`config.mk`:
```
export PLATFORM = sky130hd
export DESIGN_NAME = register_write_arbiter
export DESIGN_NICKNAME = d
export VERILOG_FILES = /design/src/rtl/register_write_arbiter.sv
export SDC_FILE = /design/constraint.sdc
export NUM_CORES = 1
export LEC_CHECK = 0
export CAP_MARGIN = 20
export CORE_ASPECT_RATIO = 1.25
export CORE_MARGIN = 1
export CORE_UTILIZATION = 35
export CTS_CLUSTER_DIAMETER = 150
export DETAILED_ROUTE_END_ITERATION = 10
export PLACE_DENSITY_LB_ADDON = 0.15
export SLEW_MARGIN = 30
export SYNTH_ARGS = -nofsm -noshare
export SYNTH_HDL_FRONTEND = slang
export SYNTH_SLANG_ARGS = --single-unit
```
`constraint.sdc`:
```
create_clock -name clock -period 1.95 [get_ports clock]
set_input_delay 0.39 -clock clock [delete_from_list [all_inputs] [get_ports clock]]
set_output_delay 0.39 -clock clock [all_outputs]
set_load 0.05 [all_outputs]
```
`src/rtl/register_write_arbiter.sv`:
```
// register_write_arbiter
//   Shares one WIDTH-bit flip-flop bank (D, CE, PRE pins) between NUM_REQ
//   write requesters using a request/acknowledge handshake per requester.
//   Sequence: INIT (preset held PRESET_CYCLES cycles) -> IDLE -> GRANT ->
//   WRITE (one CE cycle) -> ACK (one-cycle acknowledge) -> IDLE.
//   All outputs are registered; there is no combinational request-to-output path.
//
// Ports
//   clock               rising-edge system clock
//   input_reset         synchronous, active-high reset
//   input_request       per-requester level request, held until acknowledge
//   input_data          requester i data in bits [i*WIDTH +: WIDTH]
//   output_grant        one-hot grant, high during GRANT and WRITE
//   output_acknowledge  one-cycle pulse to the served requester
//   output_register_d   flip-flop bank D pins (last latched data)
//   output_clock_enable flip-flop bank CE pins, high only during WRITE
//   output_preset       flip-flop bank PRE pins, high during INIT
//   output_busy         high in every state except IDLE
//
// Build option
//   ARBITER_FIXED_PRIORITY_EN : lowest index always wins; the round-robin
//   pointer stays at its reset value. Undefined: round-robin arbitration.

module register_write_arbiter #(
  parameter int NUM_REQ       = 4,
  parameter int WIDTH         = 8,
  parameter int PRESET_CYCLES = 2
) (
  input  logic                     clock,
  input  logic                     input_reset,
  input  logic [NUM_REQ-1:0]       input_request,
  input  logic [NUM_REQ*WIDTH-1:0] input_data,
  output logic [NUM_REQ-1:0]       output_grant,
  output logic [NUM_REQ-1:0]       output_acknowledge,
  output logic [WIDTH-1:0]         output_register_d,
  output logic                     output_clock_enable,
  output logic                     output_preset,
  output logic                     output_busy
);

  localparam int PW = $clog2(NUM_REQ);
  localparam int CW = $clog2(PRESET_CYCLES + 1);

  typedef enum logic [2:0] {
    S_INIT,
    S_IDLE,
    S_GRANT,
    S_WRITE,
    S_ACK
  } state_t;

  state_t               state_q, state_d;
  logic [CW-1:0]        cnt_q, cnt_d;
  logic [PW-1:0]        ptr_q, ptr_d;
  logic [WIDTH-1:0]     data_q, data_d;
  logic [NUM_REQ-1:0]   win_q, win_d;
  logic [NUM_REQ-1:0]   grant_q, grant_d;
  logic [NUM_REQ-1:0]   ack_q, ack_d;
  logic                 ce_q, ce_d;
  logic                 preset_q, preset_d;
  logic                 busy_q, busy_d;

  logic                 found;
  logic [PW-1:0]        win_idx;
  int unsigned          idx;

  // Search starts one past the pointer and wraps, so the last winner has
  // lowest priority. In fixed-priority mode the pointer stays at NUM_REQ-1,
  // which makes the same search start at index 0.
  always_comb begin
    found   = 1'b0;
    win_idx = '0;
    idx     = 0;
    for (int unsigned k = 1; k <= NUM_REQ; k++) begin
      idx = (32'(ptr_q) + k) % NUM_REQ;
      if (!found && input_request[idx]) begin
        found   = 1'b1;
        win_idx = PW'(idx);
      end
    end
  end

  always_comb begin
    state_d = state_q;
    cnt_d   = cnt_q;
    ptr_d   = ptr_q;
    data_d  = data_q;
    win_d   = win_q;

    case (state_q)
      S_INIT: begin
        if (cnt_q == CW'(PRESET_CYCLES - 1)) state_d = S_IDLE;
        else                                  cnt_d   = cnt_q + CW'(1);
      end
      S_IDLE: begin
        if (found) begin
          data_d         = input_data[32'(win_idx)*WIDTH +: WIDTH];
          win_d          = '0;
          win_d[win_idx] = 1'b1;
`ifndef ARBITER_FIXED_PRIORITY_EN
          ptr_d          = win_idx;
`endif
          state_d        = S_GRANT;
        end
      end
      S_GRANT: begin
        if (|(input_request & win_q)) state_d = S_WRITE;
        else                          state_d = S_IDLE;
      end
      S_WRITE: state_d = S_ACK;
      S_ACK:   state_d = S_IDLE;
      default: state_d = S_INIT;
    endcase

    // Outputs are decoded from the next state so they appear registered
    // in the same cycle the state does.
    grant_d  = (state_d == S_GRANT || state_d == S_WRITE) ? win_d : '0;
    ack_d    = (state_d == S_ACK) ? win_d : '0;
    ce_d     = (state_d == S_WRITE);
    preset_d = (state_d == S_INIT);
    busy_d   = (state_d != S_IDLE);
  end

  always_ff @(posedge clock) begin
    if (input_reset) begin
      state_q  <= S_INIT;
      cnt_q    <= '0;
      ptr_q    <= PW'(NUM_REQ - 1);
      data_q   <= '0;
      win_q    <= '0;
      grant_q  <= '0;
      ack_q    <= '0;
      ce_q     <= 1'b0;
      preset_q <= 1'b1;
      busy_q   <= 1'b1;
    end else begin
      state_q  <= state_d;
      cnt_q    <= cnt_d;
      ptr_q    <= ptr_d;
      data_q   <= data_d;
      win_q    <= win_d;
      grant_q  <= grant_d;
      ack_q    <= ack_d;
      ce_q     <= ce_d;
      preset_q <= preset_d;
      busy_q   <= busy_d;
    end
  end

  assign output_grant        = grant_q;
  assign output_acknowledge  = ack_q;
  assign output_register_d   = data_q;
  assign output_clock_enable = ce_q;
  assign output_preset       = preset_q;
  assign output_busy         = busy_q;

endmodule

```
==> results of run 1 <==
==> flip-flops by register name, summed over array words and instances, names as in the netlist <==
register             cells
output_register_d        8
output_acknowledge       4
output_grant             4
win_q                    4
state_q                  3
cnt_q                    2
ptr_q                    2
output_busy              1
output_clock_enable      1
output_preset            1
==> how the worst max path moves through the flow <==
| stage | startpoint | end | slack [ns] | depth (start not counted) |
|---|---|---|---|---|
| finish | output_register_d[3] | output_register_d[3] | 0.11 | 1 |
| floorplan | input_request[1] | output_register_d[0] | 0.33 | 6 |
| CTS | input_request[0] | output_register_d[4] | 0.06 | 8 |
| global route | input_request[1] | output_register_d[5] | 0.007 | 9 |
| detailed placement | input_request[2] | output_register_d[4] | -0.25 | 7 |
| global placement | input_request[2] | output_register_d[4] | -0.22 | 7 |
==> area by class of cell <==
cell class,instances,area [sq um],area share [%]
clock buffer,6,82.58,3.454
clock inverter,2,12.51,0.5233
inverter,3,11.26,0.4710
multi-input combinational,106,835.8,34.96
sequential,30,600.6,25.12
tap,56,70.07,2.930
timing repair buffer,81,778.2,32.55
==> report_power, final <==
part	internal [mW]	switching, mW
Clock	0.283	0.242
Combinational	0.500	0.587
Sequential	0.720	0.0733
==> synthesized netlist by cell type, types with 2 or more instances <==
| cell type | number | share of area, % |
|---|---|---|
| nor2b_1 | 2 | 0.83 |
| nand2_1 | 3 | 0.75 |
| a211oi_1 | 7 | 3.5 |
| nor2_1 | 19 | 4.8 |
| a221oi_2 | 7 | 7.0 |
| o21bai_1 | 8 | 4.0 |
| a21oi_1 | 2 | 0.67 |
| a2bb2oi_2 | 2 | 2.0 |
| a211oi_2 | 2 | 1.7 |
| dfxtp_1 | 30 | 40 |
| inv_1 | 3 | 0.75 |
| or2_1 | 2 | 0.83 |
| a21o_1 | 2 | 1.0 |
| clkbuf_1 | 3 | 0.75 |
| buf_2 | 2 | 0.67 |
| and2_1 | 9 | 3.7 |
| nand2b_1 | 6 | 2.5 |
| o21ai_0 | 3 | 1.0 |
| a22oi_1 | 2 | 1.0 |
| a22oi_2 | 2 | 1.7 |
| mux2i_1 | 8 | 5.3 |
==> stage by stage <==
step | utilization (%) | std cells | TNS (ns) | power [mW] | worst slack (ns)
floorplan | - | 147 | 0 | 1.475 | 0.3266
global placement | 55.56 | 275 | -3.563 | 1.863 | -0.2159
detailed placement | 55.56 | 275 | -4.174 | 1.890 | -0.2492
CTS | 57.88 | 283 | 0 | 2.427 | 0.05534
global route | 58.33 | 284 | 0 | 2.554 | 0.007347
finish | 58.33 | 284 | 0 | 2.406 | 0.1131
==> cells by family after synthesis <==
kind of cell	share of synthesized area, %
AO/OA/AOI/OAI	27.25
XOR/XNOR	0.5834
adder cells (fa/ha/maj)	0.8332
buffers and inverters	4.750
flip-flops	40.00
multiplexers	5.334
AND/OR/NAND/NOR	21.25
==> placed cells by master, fill, tap and decap left out, types with 6 or more instances in the layout <==
cell	synthesis	final
o21bai_1	8	8
clkbuf_8	0	6
a211oi_1	7	7
dfxtp_1	30	30
a221oi_2	7	7
nand2b_1	6	6
clkdlybuf4s50_1	0	54
and2_1	9	9
buf_4	1	23
mux2i_1	8	8
nor2_1	19	19
==> routing by layer <==
layer	track usage (%)	up-vias	share of wire, %
li1	-	692	-
met1	18.54	662	39
met2	37.24	40	54
met3	6.186	5	5.9
met4	6.818	0	1.1
met5	0	-	0
==> tightest hold or removal path: cells and delay by family, from the launching register on <==
family / cells / cell delay (ns)
flip-flops: 1 / 0.31
AND/OR/NAND/NOR: 1 / 0.09
AO/OA/AOI/OAI: 1 / 0.05
==> timing repair <==
action | CTS | global route
setup endpoints to repair | 0 | 6
resized for setup | 0 | 3
setup buffers | 0 | 1
hold endpoints to repair | 0 | 0
==> results list, run 1 <==
- The number of global-route vias before repair was 1,469.
- Entering global routing, the biggest net connects 12 pins.
- The tightest min-delay check is of the reg2reg type.
* Worst-Margin Slew: about 0.56 ns
- Placed instance area: around 2300 sq um
- In the final routed layout, each cell accounts on average for ~14 um.
* DRC violation total after the first TritonRoute iteration: 26
- For flop-to-flop paths, the worst setup slack is roughly 0.32 ns.
- Core region area: 4099 sq um
* Worst path cell trace: clkdlybuf4s50_1
- Crit path max fanout: 2
- Maximum Capacitance Violations: 0
* Cell Rows: 26
* CTS Buf Count: 5
* Clock Root Buffer: clkbuf_8
- The analysis attributes to cell leakage a power of between 0.9 and 1 nW.
* CP Class: reg2out
- Worst path required time: between 1.5 and 2 ns
- When the netlist entered floorplanning its net count stood at approximately 190.
* TritonCTS clock tree: built
- Worst Path Arrival: 1.45 ns
* Outcome: complete, no violations
- The clock arrives with between 0.005 and 0.006 ns of skew.
* Starting density of the core: between 30% and 40%
* Number of antenna violations at the first check in global routing: 0
- Post-synthesis register bit count: 30
- Unrepaired setup endpoints after global routing: no
* End of the worst hold path: cnt_q[1]
- Last weighted congestion value of the routability-driven placer: 0.8129
* Pins Over Slew Limit: 0
- The first global-routing pass estimated between 6 and 7 mm of wire.
* Number of DRC violations after detailed routing: 0
- STA classifies the critical path startpoint as a flop.
- Crit path time final: between 1.5 and 2 ns
- Total of hold buffers inserted after clock tree synthesis: 0
- 0 antenna diodes ended up in the layout.
- Counting flops with an async set or reset pin after synthesis yields a share of 0%.
* EDFF count, synth: 0
* Buffers and inverters on the worst path: 1
- Total standard cell area after synthesis: around 1500 sq um
* Overall die area: roughly 4600 sq um
* Layout overhead on the synthesized area: 59.25%
- 57 I/O pins were placed.
* Global router's overall resource usage: 19.22%
* Detailed-route via count: approximately 1,400
* Reg2Reg Depth: 5
* Cell count after synthesis: ~150
- In the routed layout, each cell is associated on average with a via count of ~5.
* Worst Hold Margin: roughly 0.5 ns
- The net count of the finished layout is roughly 270.
* Power density over cell area: around 1000 nW/um^2
- Launch instance of the worst register-to-register path: state_q[2]
- Worst vdd rail ir drop: around 0.00059 V
- After filler insertion, the fill cell instance count of the layout stands at 387.
- Among all stages on the critical path, the largest delay is contributed by clkdlybuf4s50_1.
* Clk buf depth: 2
- Final design area excluding fillers: 2391 sq um
* WL final: between 3 and 4 mm
* Worst-path clk slew: roughly 0.060 ns
- Proportion of synthesized chip area in sequential cells: 40.00%
* Most used flip-flop cell after synthesis: dfxtp_1
- Synth unique cells: 44
* Sinks on the clock net: 30
- Die Ht: approximately 75 um
- The worst hold path passes through 2 cells.
* Achievable clock frequency: about 540 MHz
- In this run the critical register-to-register path is captured at win_q[0].
- Estimated wirelength of the detail-placed design: roughly 3.1 mm
- In this run the mean area of a mapped cell was 10.21 sq um.
* Part of the cycle the worst path needs: 94.20%
* Number of buffers added on ports: 56
- Layout cell share with drive strength beyond 1: 23.68%
- Die width: roughly 61 um
* Clock latency of the later-clocked register in the worst-skew pair: between 0.2 and 0.3 ns
* Count of endpoints failing hold in the final timing report: 0
- Headroom to the max-slew limit: 62.48%
* CTS H-tree lvls: 2
- Grt total ovfl: 0
- Setup violations remaining at the end of the flow were counted as 0.
* Endpoint class of the critical path: output port
- ANT nets after route: 0
* Gate family responsible for the most delay along the worst path: buffers and inverters
- DRT Pass-1 Iters: 4
- Yosys printed 0 warnings.
- For this run, the slowest stage of the critical path takes just over 0.8 ns.
* Worst min-delay path startpoint: cnt_q[1]
No activity file was read; power rests on OpenSTA's default activity.
==> inputs of run 2 (changes only) <==
==> constraint.sdc (replaced) <==
create_clock -name clock -period 1.95 [get_ports clock]
set_input_delay 0.195 -clock clock [delete_from_list [all_inputs] [get_ports clock]]
set_output_delay 0.195 -clock clock [all_outputs]
set_load 0.05 [all_outputs]
==> run 2 against run 1 <==
Clock power increased by 50%. Combinational power is 4% lower. Hold slack worse by 0.00053 ns. Clock-buffer cell count unchanged. Final cell count fell by 1.8%. Final area about the same. Die area unchanged. Flip-flop and latch count unchanged. First-iteration DRC count up 73%.
==> results list, run 2 (synthesized netlist as in run 1, its figures left out) <==
* Endpoint class of the critical path: flop
- Cells resized by post-CTS repair: 0 (unchanged)
- Flip-flop count of the largest register after layout: 8 (unchanged)
* Post-CTS setup buffers: 0 (unchanged)
* Worst Path Arrival: 1.92 ns (+0.47 ns)
- The clock transition at the registers of the reported paths is 0.07 ns (about the same).
- The placer congestion estimate was 0.7769 (-4.4%).
- The slew of the pin with the lowest slew margin came to 0.5573 ns (-0.0002940 ns).
- WL final: 3.868 mm (-1.6%)
* Starting density of the core: 36.63% (unchanged)
* Nets: 261 (-1.9%)
- The clock buffer count from CTS came to 5 (unchanged).
- Buffers and inverters on the worst path: 3 (+2)
- Cell Rows: 26 (unchanged)
- By startpoint and endpoint, the worst setup path is classified as in2reg.
- Die Ht: 75.23 um (unchanged)
- Top library cells by usage in the layout, fill and taps aside: 56 x clkdlybuf4s50_1, 30 x dfxtp_1, 19 x nor2_1, 18 x buf_4, 9 x and2_1
- Count of pins on the block boundary: 57 (unchanged)
- Overall power after layout: 2.624 mW (+9.1%)
* Gate family responsible for the most delay along the worst path: buffers and inverters
- Number of global-route vias before repair: 1,334 (-9.2%)
- Grt total ovfl: 0 (unchanged)
- Clock latency of the later-clocked register in the worst-skew pair: 0.28 ns (about the same)
- The hold-fix buffer count after cts is 0 (unchanged).
* Worst-case clock skew: 0.004751 ns (-0.0008106 ns)
* Count of endpoints failing hold in the final timing report: 0 (unchanged)
* DRC violation total after the first TritonRoute iteration: 45 (+73%)
- The max-slew violation count came to 0 (unchanged).
- Ant. Diodes: 0 (unchanged)
- The maximum buffer depth of the clock tree is 2 (unchanged).
* Maximum number of pins on one net before global-route repair: 12 (unchanged)
* Crit path max fanout: 11 (+9)
* Slowest cell on crit path: clkdlybuf4s50_1
* Cell Count, Final, Fillers Out: 279 (-1.8%)
* Estimated wirelength of the detail-placed design: 3.076 mm (-1.6%)
- Number of antenna violations at the first check in global routing: 0 (unchanged)
* TritonCTS clock tree: built
- The area growth from synthesis to layout is 59.17% (about the same).
* Global router's overall resource usage: 18.15% (-1.1 points)
* Final Setup Violations: 0 (unchanged)
- Reported leakage power: 0.9375 nW (-2.2%)
- The worst supply voltage drop on vdd came to 0.0007488 V (+27%).
- The number of cells in the design after placement came to 271 (-1.5%).
* Worst path cell trace: clkdlybuf4s50_1 > buf_4 > nand2b_1 > a21bo_2 > nand3_4 > buf_12 > a221oi_2 > a211oi_1
- Most common cell after layout, fill and taps aside: clkdlybuf4s50_1
- The average wire per standard cell is 13.86 um (+0.21%).
- Overall die area: 4557 sq um (unchanged)
- The stage delay of the slowest cell on the critical path was 0.55 ns (-0.27 ns).
- The flow ran to the end, and the final reports show no timing, DRC or antenna violations.
- The share of cells above drive strength 1 is 21.97% (-1.7 points).
* ANT nets after route: 0 (unchanged)
* Via-to-Cell Ratio: 4.828 (-2.0%)
- The placeable core region was 4099 sq um (unchanged).
- Clock Root Buffer: clkbuf_8
- The fmax is 569.2 MHz (+4.6%).
- The final total negative setup slack was 0 ns (unchanged).
- CTS H-tree lvls: 2 (unchanged)
- Detailed-route via count: 1,347 (-3.7%)
- Global-route wire length before repair: 5.975 mm (-6.1%)
* Maximum Capacitance Violations: 0 (unchanged)
- Worst Hold Margin: 0.4987 ns (-0.0005330 ns)
- Hold WC Path Type: reg2reg
* Part of the cycle the worst path needs: 90.09% (-4.1 points)
- Die width: 60.58 um (unchanged)
* DRT Pass-1 Iters: 4 (unchanged)
* Crit path time final: 1.757 ns (-0.08014 ns)
* Number of buffers added on ports: 56 (unchanged)
- Sinks on the clock net: 30 (unchanged)
* Worst path required time: 2.11 ns (+0.55 ns)
- Setup repair after global routing left no endpoint under its margin.
- Critical path startpoint category: input port
- Power density over cell area: 1098 nW/um^2 (+9.1%)
* Number of DRC violations after detailed routing: 0 (unchanged)
* Headroom to the max-slew limit: 62.50% (about the same)
-- run 2: through the flow --
step | util (%) | worst slack (ns) | area [sq um]
floorplan | - | 0.4713 | 1501
global placement | 54.82 | -0.07304 | 2247
detailed placement | 54.82 | -0.1178 | 2247
CTS | 58.30 | 0.1849 | 2390
global route | 58.30 | 0.09142 | 2390
finish | 58.30 | 0.1932 | 2390
-- run 2: per-layer routing --
metal | part of all wire [%] | vias to the layer above | track usage (%) | wire length (um)
met5 | 0 | - | 0 | 0
met4 | 0.44 | 0 | 6.061 | 17
met3 | 6.3 | 2 | 4.639 | 244
met2 | 52 | 39 | 34.55 | 2022
met1 | 41 | 625 | 18.92 | 1584
li1 | - | 681 | - | -
-- run 2: final timing paths --
path	slack, ns	depth (start not counted)	end	from
max	0.19	8	output_register_d[3]	input_request[0]
min	0.50	2	cnt_q[1]	cnt_q[1]
max reg2reg	0.30	5	win_q[1]	state_q[0]
min reg2reg	0.50	2	cnt_q[1]	cnt_q[1]
-- run 2: worst reg2reg max path: stages (launching register included) --
cell and delay (ns):
dfxtp_1 0.42, nand2b_1 0.14, or3_1 0.48, buf_4 0.21, a22oi_2 0.22, nor2_1 0.06
-- run 2: report_power, final --
part           leakage [nW]  total (mW)  internal [mW]  switching, mW
Combinational         0.622        1.05          0.470          0.578
Sequential            0.244       0.786          0.719         0.0666
Clock                0.0714       0.789          0.545          0.244
-- run 2: final cells by class --
cell class,instances,area [sq um]
Fill cell,370,1709
Multi-Input combinational cell,106,829.5
Timing Repair Buffer,76,735.7
Sequential cell,30,600.6
Clock buffer,6,82.58
Tap cell,56,70.07
Clock inverter,2,60.06
Inverter,3,11.26
